### config.mk
export PLATFORM = sky130hd
export DESIGN_NAME = regfile_read_arbiter
export DESIGN_NICKNAME = d
export VERILOG_FILES = /design/src/rtl/regfile_read_arbiter.sv
export SDC_FILE = /design/constraint.sdc
export NUM_CORES = 1
export LEC_CHECK = 0
export ABC_AREA = 1
export CAP_MARGIN = 40
export CORE_ASPECT_RATIO = 2
export CORE_MARGIN = 2
export CORE_UTILIZATION = 31
export DETAILED_ROUTE_END_ITERATION = 10
export GPL_TIMING_DRIVEN = 0
export PLACE_DENSITY = 0.61
export SLEW_MARGIN = 10
export SYNTH_ARGS = -nofsm -noshare
export SYNTH_HDL_FRONTEND = slang
export SYNTH_SLANG_ARGS = --single-unit
### constraint.sdc
create_clock -name clk -period 5.4 [get_ports clk]
set_clock_uncertainty 0.1 [all_clocks]
set_input_delay 1.62 -clock clk [delete_from_list [all_inputs] [get_ports clk]]
set_output_delay 1.62 -clock clk [all_outputs]
set_load 0.05 [all_outputs]
### src/rtl/regfile_read_arbiter.sv
// Round-robin arbiter sharing one 16-entry register-file read port among NREQ
// requesters; the mux output is captured into a registered, ID-tagged response.
module regfile_read_arbiter #(
  parameter int NREQ = 4,
  parameter int DW   = 32,
  parameter int IDW  = 2
) (
  input  logic              clk,
  input  logic              reset,
  input  logic [NREQ-1:0]   req,
  input  logic [4*NREQ-1:0] req_addr,
  input  logic              stall,
  output logic [NREQ-1:0]   gnt,
  output logic [3:0]        sel,
  input  logic [DW-1:0]     mux_out,
  output logic              rd_valid,
  output logic [IDW-1:0]    rd_id,
  output logic [DW-1:0]     rd_data
);

  logic [IDW-1:0] r_ptr;
  logic [3:0]     r_sel_q;
  logic           r_rd_valid;
  logic [IDW-1:0] r_rd_id;
  logic [DW-1:0]  r_rd_data;

  logic [IDW:0]   w_idx;
  logic [IDW-1:0] w_cand;
  logic [IDW-1:0] w_win;
  logic           w_found;
  logic           w_grant;
  logic [IDW-1:0] w_ptr_nxt;

  // Rotating search from r_ptr; the first pending requester wins.
  always_comb begin
    w_idx   = '0;
    w_cand  = '0;
    w_win   = '0;
    w_found = 1'b0;
    for (int unsigned k = 0; k < NREQ; k++) begin
      w_idx = {1'b0, r_ptr} + (IDW+1)'(k);
      if (w_idx >= (IDW+1)'(NREQ))
        w_idx = w_idx - (IDW+1)'(NREQ);
      w_cand = w_idx[IDW-1:0];
      if (!w_found && req[w_cand]) begin
        w_found = 1'b1;
        w_win   = w_cand;
      end
    end
  end

  always_comb begin
    w_grant   = w_found && !stall && !reset;
    gnt       = '0;
    sel       = r_sel_q;
    w_ptr_nxt = (w_win == IDW'(NREQ-1)) ? '0 : w_win + 1'b1;
    if (w_grant) begin
      gnt[w_win] = 1'b1;
      sel        = req_addr[{w_win, 2'b00} +: 4];
    end
  end

  always_ff @(posedge clk or posedge reset) begin
    if (reset) begin
      r_ptr      <= '0;
      r_sel_q    <= '0;
      r_rd_valid <= 1'b0;
      r_rd_id    <= '0;
      r_rd_data  <= '0;
    end else if (w_grant) begin
      r_ptr      <= w_ptr_nxt;
      r_sel_q    <= sel;
      r_rd_valid <= 1'b1;
      r_rd_id    <= w_win;
      r_rd_data  <= mux_out;
    end else begin
      r_rd_valid <= 1'b0;
    end
  end

  assign rd_valid = r_rd_valid;
  assign rd_id    = r_rd_id;
  assign rd_data  = r_rd_data;

endmodule

Yosys cells after proc, flatten, opt, wreduce, memory -nomap -nowiden --
Index checks and enable logic that the tools add are counted.
Storage, ports and cells: bits in registers 41, input port bits 55, output and inout bits 43, logic and storage cells 62
Operators by class: add/subtract/negate cells 8, $lt $le $gt $ge 10, equality and inequality tests 1, shift operators 1, muxes and demuxes 26, reduce and logical (&&, ||, !) cells 11
Operator list (count):
- 2-to-1 mux 2 bit | 9
- indexed part select 16 x 5 -> 4 bit | 1
- less-than comparator 2 x 3 -> 1 bit (second input constant) | 5
- 2-to-1 mux 1 bit | 10
- >= comparator 3 bit (second input constant) | 3
- binary-select mux 1 bit (select 2 bit) | 4
- 2-to-1 mux 4 bit | 2
- subtractor 2 x 1 -> 2 bit (second input constant) | 4
- adder 2 x 2 -> 3 bit (second input constant) | 2
- logical AND 1 bit | 6
- logical NOT 1 bit | 5
- adder 2 x 1 -> 3 bit (second input constant) | 1
- >= comparator 2 x 3 -> 1 bit (second input constant) | 1
- adder 2 x 1 -> 2 bit (second input constant) | 1
- demux 1 bit (select 2 bit) | 1
- == test 2 bit (second input constant) | 1
- >= comparator 2 x 1 -> 1 bit (second input constant) | 1

Logic depth before layout (Yosys ltp) --
Gate-level depths: netlist (run 1).
depth in word-level cells 19, mapped depth 16, gate-level depth less buffers 14

Worst setup path before layout (run 1) --
OpenSTA, ideal clock, no wires.
path type input-to-output, start input req[3], end output gnt[3], arrival time 3.255 ns, required time 3.680 ns, setup slack 0.425 ns, stages 12, buffers on the path 0, path through inv_1 -> nand2_1 -> nand3_1 -> nand2_2 -> nor2_4 -> nand3_1 -> nand3_1 -> nand2_2 -> inv_1 -> ha_1 -> inv_1 -> nor2_1
On the way: word-level cells in the longest chain between the ends 17, elaborated cells on any way between the ends 30, those cells by class order compare: 2; mux: 19; reduce/logical: 9
RTL lines:
- from (decl) | RTL line 10 | input logic [NREQ-1:0] req,
- binary-select mux 1 bit (select 2 bit) | RTL line 45 | if (!w_found && req[w_cand]) begin
- 2-to-1 mux 1 bit (not written as such) | RTL line 45
- 2-to-1 mux 1 bit | RTL line 45
- logical NOT 1 bit | RTL line 45
- logical AND 1 bit | RTL line 45
- 2-to-1 mux 1 bit | RTL line 45
- logical NOT 1 bit | RTL line 45
- logical AND 1 bit | RTL line 45
- [2 not listed]
- logical AND 1 bit | RTL line 45
- 2-to-1 mux 2 bit * | RTL line 45
- net w_win[1] | RTL line 29 | logic [IDW-1:0] w_win;
- less-than comparator 2 x 3 -> 1 bit (not written as such) / >= comparator 2 x 1 -> 1 bit (equally long branches) | RTL line 58 | gnt[w_win] = 1'b1;
- logical AND 1 bit (not written as such) | RTL line 58
- 2-to-1 mux 1 bit (not written as such) | RTL line 58
- demux 1 bit (select 2 bit) * | RTL line 58
- 2-to-1 mux 4 bit * | RTL line 57 | if (w_grant) begin
- to (decl) | RTL line 13 | output logic [NREQ-1:0] gnt,
Mark *: on every way through the listed nets, which the timed path passes. The rest lies on a longest branch. The select of a mux whose other input is x is not followed.

Worst setup path after layout (run 1) --
start input req[1], end output gnt[1]
The elaborated chain is that of the path after synthesis.

==> flow_metrics.tcl, run 1 <==
set metrics [dict create \
    hold_violations 0 \
    start_kind "input port" \
    yosysSeqAreaShare_pct 48.4 \
    rows 42 \
    ys.warnings.count 0 \
    drt-initial-drc-count 72 \
    setup_tns_ns 0 \
    p_leak_nw 1.73 \
    postCtsSetupRepairBufs 0 \
    power.switching_mw 1.20 \
    ant_nets 0 \
    cts.sinks 41 \
    final_nets 450 \
    swShare_pct 52.1 \
    drt_first_pass_iters 4 \
    grt_overflow 0 \
    rsz0062_at_grt "yes" \
    viasPerCell 4.40 \
    cts_tree "yes" \
    synth_cells 286 \
    maxClockFrequency_ghz 0.190 \
    grt_pass1_vias 2096 \
    dp_hpwl_mm 4.70 \
    cts_hold_buf 0 \
    drt-total-wl_mm 5.95 \
    yosysTopAreaCellShare_pct 48.4 \
    fp.dieW_um 62.5 \
    cts_inserted_buffers 5 \
    endpoint_kind "output port" \
    synth_top_cell_by_area "dfrtp_1" \
    holdWs_ns 0.374 \
    peakVddDrop_uv 324 \
    postLayoutCoreUtil_pct 50.6 \
    crit_path_frequent_cell "inv_1" \
    min_period_over_period_pct 97.3 \
    clock_power_share_pct 12.7 \
    drc 0 \
    syn_avg_cell_area_um2 7.41 \
    finalSetupViolations 0 \
    num_antenna_cells 0 \
    yosys-top-cells-area "dfrtp_1, nand2_1, nand3_1, inv_1, nor2_1" \
    worst_r2r_path_depth 13 \
    htree_levels 2 \
    r2r-end "r_ptr[1]" \
    worstMarginPinSlew_ns 0.549 \
    cap_violations 0 \
    combPwrFrac_pct 65.6 \
    fp.coreArea_mm2 0.00662 \
    worstSetupPathType "input port to output port" \
    netlist_area_mm2 0.00212 \
    drive_gt1_share_pct 11.5 \
    grt_max_degree 29 \
    io_buffers 97 \
    path_cells "clkdlybuf4s50_1 -> inv_1 -> nand2_1 -> nand3_1 -> nand2_2 -> inv_1 -> nand3_1 -> nand3_2 -> inv_2 -> ha_1 -> inv_1 -> nor2_1 -> buf_2" \
    area_growth_syn_to_layout_pct 58.2 \
    max_stage_delay_ns 0.48 \
    fin_crit_ns 5.25 \
    vias 2108 \
    status "finished, final reports clean" \
    instances_no_fill 479 \
    wl_per_cell_um 12.4 \
    clk_pin_slew_ns 0.05 \
    cp_slowest_cell "clkdlybuf4s50_1" \
    final_common_cell "nand2_1" \
    synth_seq_cells 41 \
    die_h_um 121 \
    cp_data_arrival_time_ns 3.53 \
    dp_cells 472 \
    startpoint "req[1]" \
    cp_max_fo 8 \
    pin_count 98 \
    hp-class "flop to flop" \
    grt_antenna_before_repair 0 \
    synth_nets 345 \
    path_depth 13 \
    start_util_pct 32.0 \
    r2r_slack_ns 3.32 \
    relSlewSlack_pct 63.3 \
    synth.distinct_cells 21 \
    drv_slew 0 \
    cts_buffer_depth 2 \
    track_usage_pct 16.9 \
    final_cell_mix "nand2_1, clkdlybuf4s50_1, dfrtp_1" \
    cp.required_ns 3.68 \
    intPower_mw 1.11 \
    timing.critical_path.to "gnt[1]" \
    place.gp.congestion 0.781 \
    grt_pass1_wl_mm 9.87 \
    critPathTopFamily "buffers and inverters" \
    die_area_mm2 0.00755 \
    path_buf_inv 6 \
    seqPwrFrac_pct 21.7 \
    power_density_mw_per_mm2 689 \
    clk_latency_ns 0.28 \
    crit-reg2reg-launch "r_ptr[0]" \
    clock-root-buffer "clkbuf_16" \
]
-- power by group through the flow --
stage               Clock, mW  Combinational [mW]  Sequential [mW]
floorplan                   0               0.681            0.880
global placement            0                1.52            0.503
detailed placement          0                1.53            0.504
CTS                     0.303                1.53            0.503
global route            0.318                1.64            0.519
finish                  0.294                1.52            0.501
-- what timing repair did --
item | in CTS | in global routing
pin swaps | 0 | 0
gates resized for setup | 28 | 28
endpoints found under the setup margin | 8 | 8
-- metrics by stage --
stage | setup slack (ns) | power, mW | instance area, um2
2_1_floorplan | 0.425 | 1.56 | 2120
3_3_place_gp | -0.494 | 2.02 | 3200
3_5_place_dp | -0.501 | 2.04 | 3220
4_1_cts | 0.00888 | 2.34 | 3370
5_1_grt | -0.00315 | 2.48 | 3350
6_report | 0.146 | 2.31 | 3350
-- synthesized netlist by cell type (all sizes together) --
master	count
nand3	18
a21oi	1
nor2	17
o21bai	1
buf	10
dfrtp	41
nand4	2
ha	4
o21ai	2
inv	23
nand2	167
-- cell type report --
type | count | area [um2]
Clock buffer | 7 | 143
Inverter | 23 | 93.8
Tap cell | 88 | 110
Sequential cell | 41 | 1030
Multi-Input combinational cell | 212 | 926
Timing Repair Buffer | 98 | 976
Buffer | 10 | 78.8
Fill cell | 689 | 3270
-- worst min path at each step --
| stage | start | to | slack [ns] | depth (start not counted) |
|---|---|---|---|---|
| 2_1_floorplan | r_sel_q[1] | r_sel_q[1] | 0.34 | 2 |
| 3_3_place_gp | rd_data[20] | rd_data[20] | 0.36 | 2 |
| 3_5_place_dp | rd_data[30] | rd_data[30] | 0.36 | 2 |
| 4_1_cts | rd_data[30] | rd_data[30] | 0.38 | 2 |
| 5_1_grt | rd_data[30] | rd_data[30] | 0.40 | 2 |
| 6_report | rd_data[13] | rd_data[13] | 0.37 | 2 |
-- flip-flops by register name, indices dropped and copies added, names as in the netlist --
signal and count:
rd_data 32, rd_valid 1, r_ptr 2, r_sel_q 4, rd_id 2
-- metal layers --
layer / wire [um] / global-route usage, % / vias to the layer above
met2: 3410 / 32.5 / 62
met1: 2140 / 16.7 / 962
met5: 0 / 0 / -
met4: 219 / 9.86 / 0
li1: - / - / 1067
met3: 171 / 2.41 / 17
-- kinds of logic after synthesis --
group | Yosys count | share of synthesized area (%)
adder cells (fa/ha/maj) | 4 | 2.36
AO/OA/AOI/OAI | 4 | 1.06
buffers and inverters | 33 | 8.15
flip-flops | 41 | 48.4
AND/OR/NAND/NOR | 204 | 40.0
-- worst reg2reg max path, delay by kind of cell, from the launching register on --
family,cells,cell delay [ns]
fa+ha+maj,1,0.24
compound gates,1,0.07
simple gates,8,0.83
buf+inv,3,0.37
flops,1,0.37
Note: power is estimated with default switching activity, not from simulation.
==> inputs of run 2 (changes only) <==
--- a/config.mk
+++ b/config.mk
@@ -12,6 +12,7 @@
 export CORE_UTILIZATION = 31
 export DETAILED_ROUTE_END_ITERATION = 10
 export GPL_TIMING_DRIVEN = 0
+export MAX_ROUTING_LAYER = met4
 export PLACE_DENSITY = 0.61
 export SLEW_MARGIN = 10
 export SYNTH_ARGS = -nofsm -noshare
==> run 2 against run 1 <==
Against the previous run: sequential power hardly changed; register-to-register slack hardly changed; critical endpoint unchanged; routed wire length is 0.22% higher; global-route usage is 0.46 points higher; count of clock-buffer cells in the layout stayed put; final area stayed put; setup slack worse by 0.00096 ns; hold slack hardly changed.
==> flow_metrics.tcl, run 2 (same netlist as run 1, synthesis figures left out) <==
set metrics [dict create \
    final_nets 450 \
    worstSetupPathType "input port to output port" \
    endpoint_kind "output port" \
    htree_levels 2 \
    clk_pin_slew_ns 0.06 \
    track_usage_pct 17.3 \
    fin_ws_ns 0.145 \
    hold_depth 2 \
    start_util_pct 32.0 \
    peakVddDrop_uv 325 \
    cp_data_arrival_time_ns 3.53 \
    place.gp.congestion 0.792 \
    grt_antenna_before_repair 0 \
    grt_overflow 0 \
    wl_per_cell_um 12.4 \
    fin_crit_ns 5.25 \
    r2r_slack_ns 3.32 \
    min_to "rd_data[3]" \
    grt_pass1_vias 2092 \
    setup_tns_ns 0 \
    drive_gt1_share_pct 11.5 \
    r2r-end "r_ptr[1]" \
    finalSetupViolations 0 \
    num_antenna_cells 0 \
    final_common_cell "nand2_1" \
    cts_tree "yes" \
    drv_slew 0 \
    pin_count 98 \
    maxClockFrequency_ghz 0.190 \
    cp_max_fo 8 \
    area_growth_syn_to_layout_pct 58.2 \
    cts_hold_buf 0 \
    hp-class "flop to flop" \
    cap_violations 0 \
    clock-root-buffer "clkbuf_16" \
    status "finished, final reports clean" \
    final_cell_mix "nand2_1, clkdlybuf4s50_1, dfrtp_1" \
    fp.coreArea_mm2 0.00662 \
    start_kind "input port" \
    die_area_mm2 0.00755 \
    p_leak_nw 1.73 \
    rows 42 \
    min-delay-start "rd_data[3]" \
    worst_r2r_path_depth 13 \
    power_density_mw_per_mm2 689 \
    drc 0 \
    crit-reg2reg-launch "r_ptr[0]" \
    drt-total-wl_mm 5.96 \
    grt_max_degree 29 \
    relSlewSlack_pct 63.1 \
    clk_latency_ns 0.28 \
    worstMarginPinSlew_ns 0.552 \
    place_area_mm2 0.00322 \
    fin_area_mm2 0.00335 \
    ant_nets 0 \
    grt_pass1_wl_mm 9.89 \
    io_buffers 97 \
    die_h_um 121 \
    postLayoutCoreUtil_pct 50.6 \
    cts_buffer_depth 2 \
    cts_inserted_buffers 5 \
    drt-initial-drc-count 103 \
    hold_violations 0 \
    dp_cells 472 \
    instances_no_fill 479 \
    dp_slack_ns -0.501 \
    power_mw 2.31 \
    largest_reg_flops 32 \
    min_period_over_period_pct 97.3 \
    dp_hpwl_mm 4.70 \
    vias 2101 \
    drt_first_pass_iters 4 \
    rsz0062_at_grt "yes" \
    holdWs_ns 0.374 \
    cp.required_ns 3.68 \
    cts.sinks 41 \
    fp.dieW_um 62.5 \
    viasPerCell 4.39 \
]
-- run 2: cell counts in the layout (fill, tap and decap cells not counted) --
Identical to the previous run, type by type.
-- run 2: final cells by class --
cell class              count  area (um2)
inverters                  23        93.8
flip-flops and latches     41        1030
repair buffers             98         976
plain buffers              10        78.8
clock buffers               7         143
multi-input cells         212         926
well taps                  88         110
fillers                   689        3270
-- run 2: critical path, stage by stage --
cell and delay (ns):
clkdlybuf4s50_1 0.48, inv_1 0.05, nand2_1 0.07, nand3_1 0.15, nand2_2 0.13, inv_1 0.06
nand3_1 0.16, nand3_2 0.12, inv_2 0.16, ha_1 0.16, inv_1 0.03, nor2_1 0.08
buf_2 0.26
-- run 2: worst max path at each step --
| stage | start | endpoint | slack [ns] | cells after the start |
|---|---|---|---|---|
| floorplan | req[3] | gnt[3] | 0.42 | 12 |
| global placement | req[1] | gnt[3] | -0.49 | 13 |
| detailed placement | req[1] | gnt[3] | -0.50 | 13 |
| CTS | req[1] | gnt[2] | 0.009 | 14 |
| global route | req[3] | gnt[2] | -0.003 | 14 |
| finish | req[1] | gnt[1] | 0.15 | 13 |
-- run 2: metal layers --
| layer | up-vias | part of all wire, % | track usage (%) |
|---|---|---|---|
| met1 | 959 | 36 | 16.9 |
| met4 | 0 | 3.7 | 9.86 |
| li1 | 1065 | - | - |
| met3 | 17 | 2.7 | 2.41 |
| met5 | - | 0 | - |
| met2 | 60 | 57 | 32.2 |
-- run 2: repair_timing --
item                                    CTS  global route
setup buffers                             0             0
resized for setup                        28            28
endpoints found under the setup margin    8             8
gates cloned                              0             0
-- run 2: power by group --
part           switching (mW)  internal [mW]  leakage (nW)
clock network           0.112          0.181        0.0700
registers              0.0656          0.436         0.506
logic                    1.03          0.489          1.15
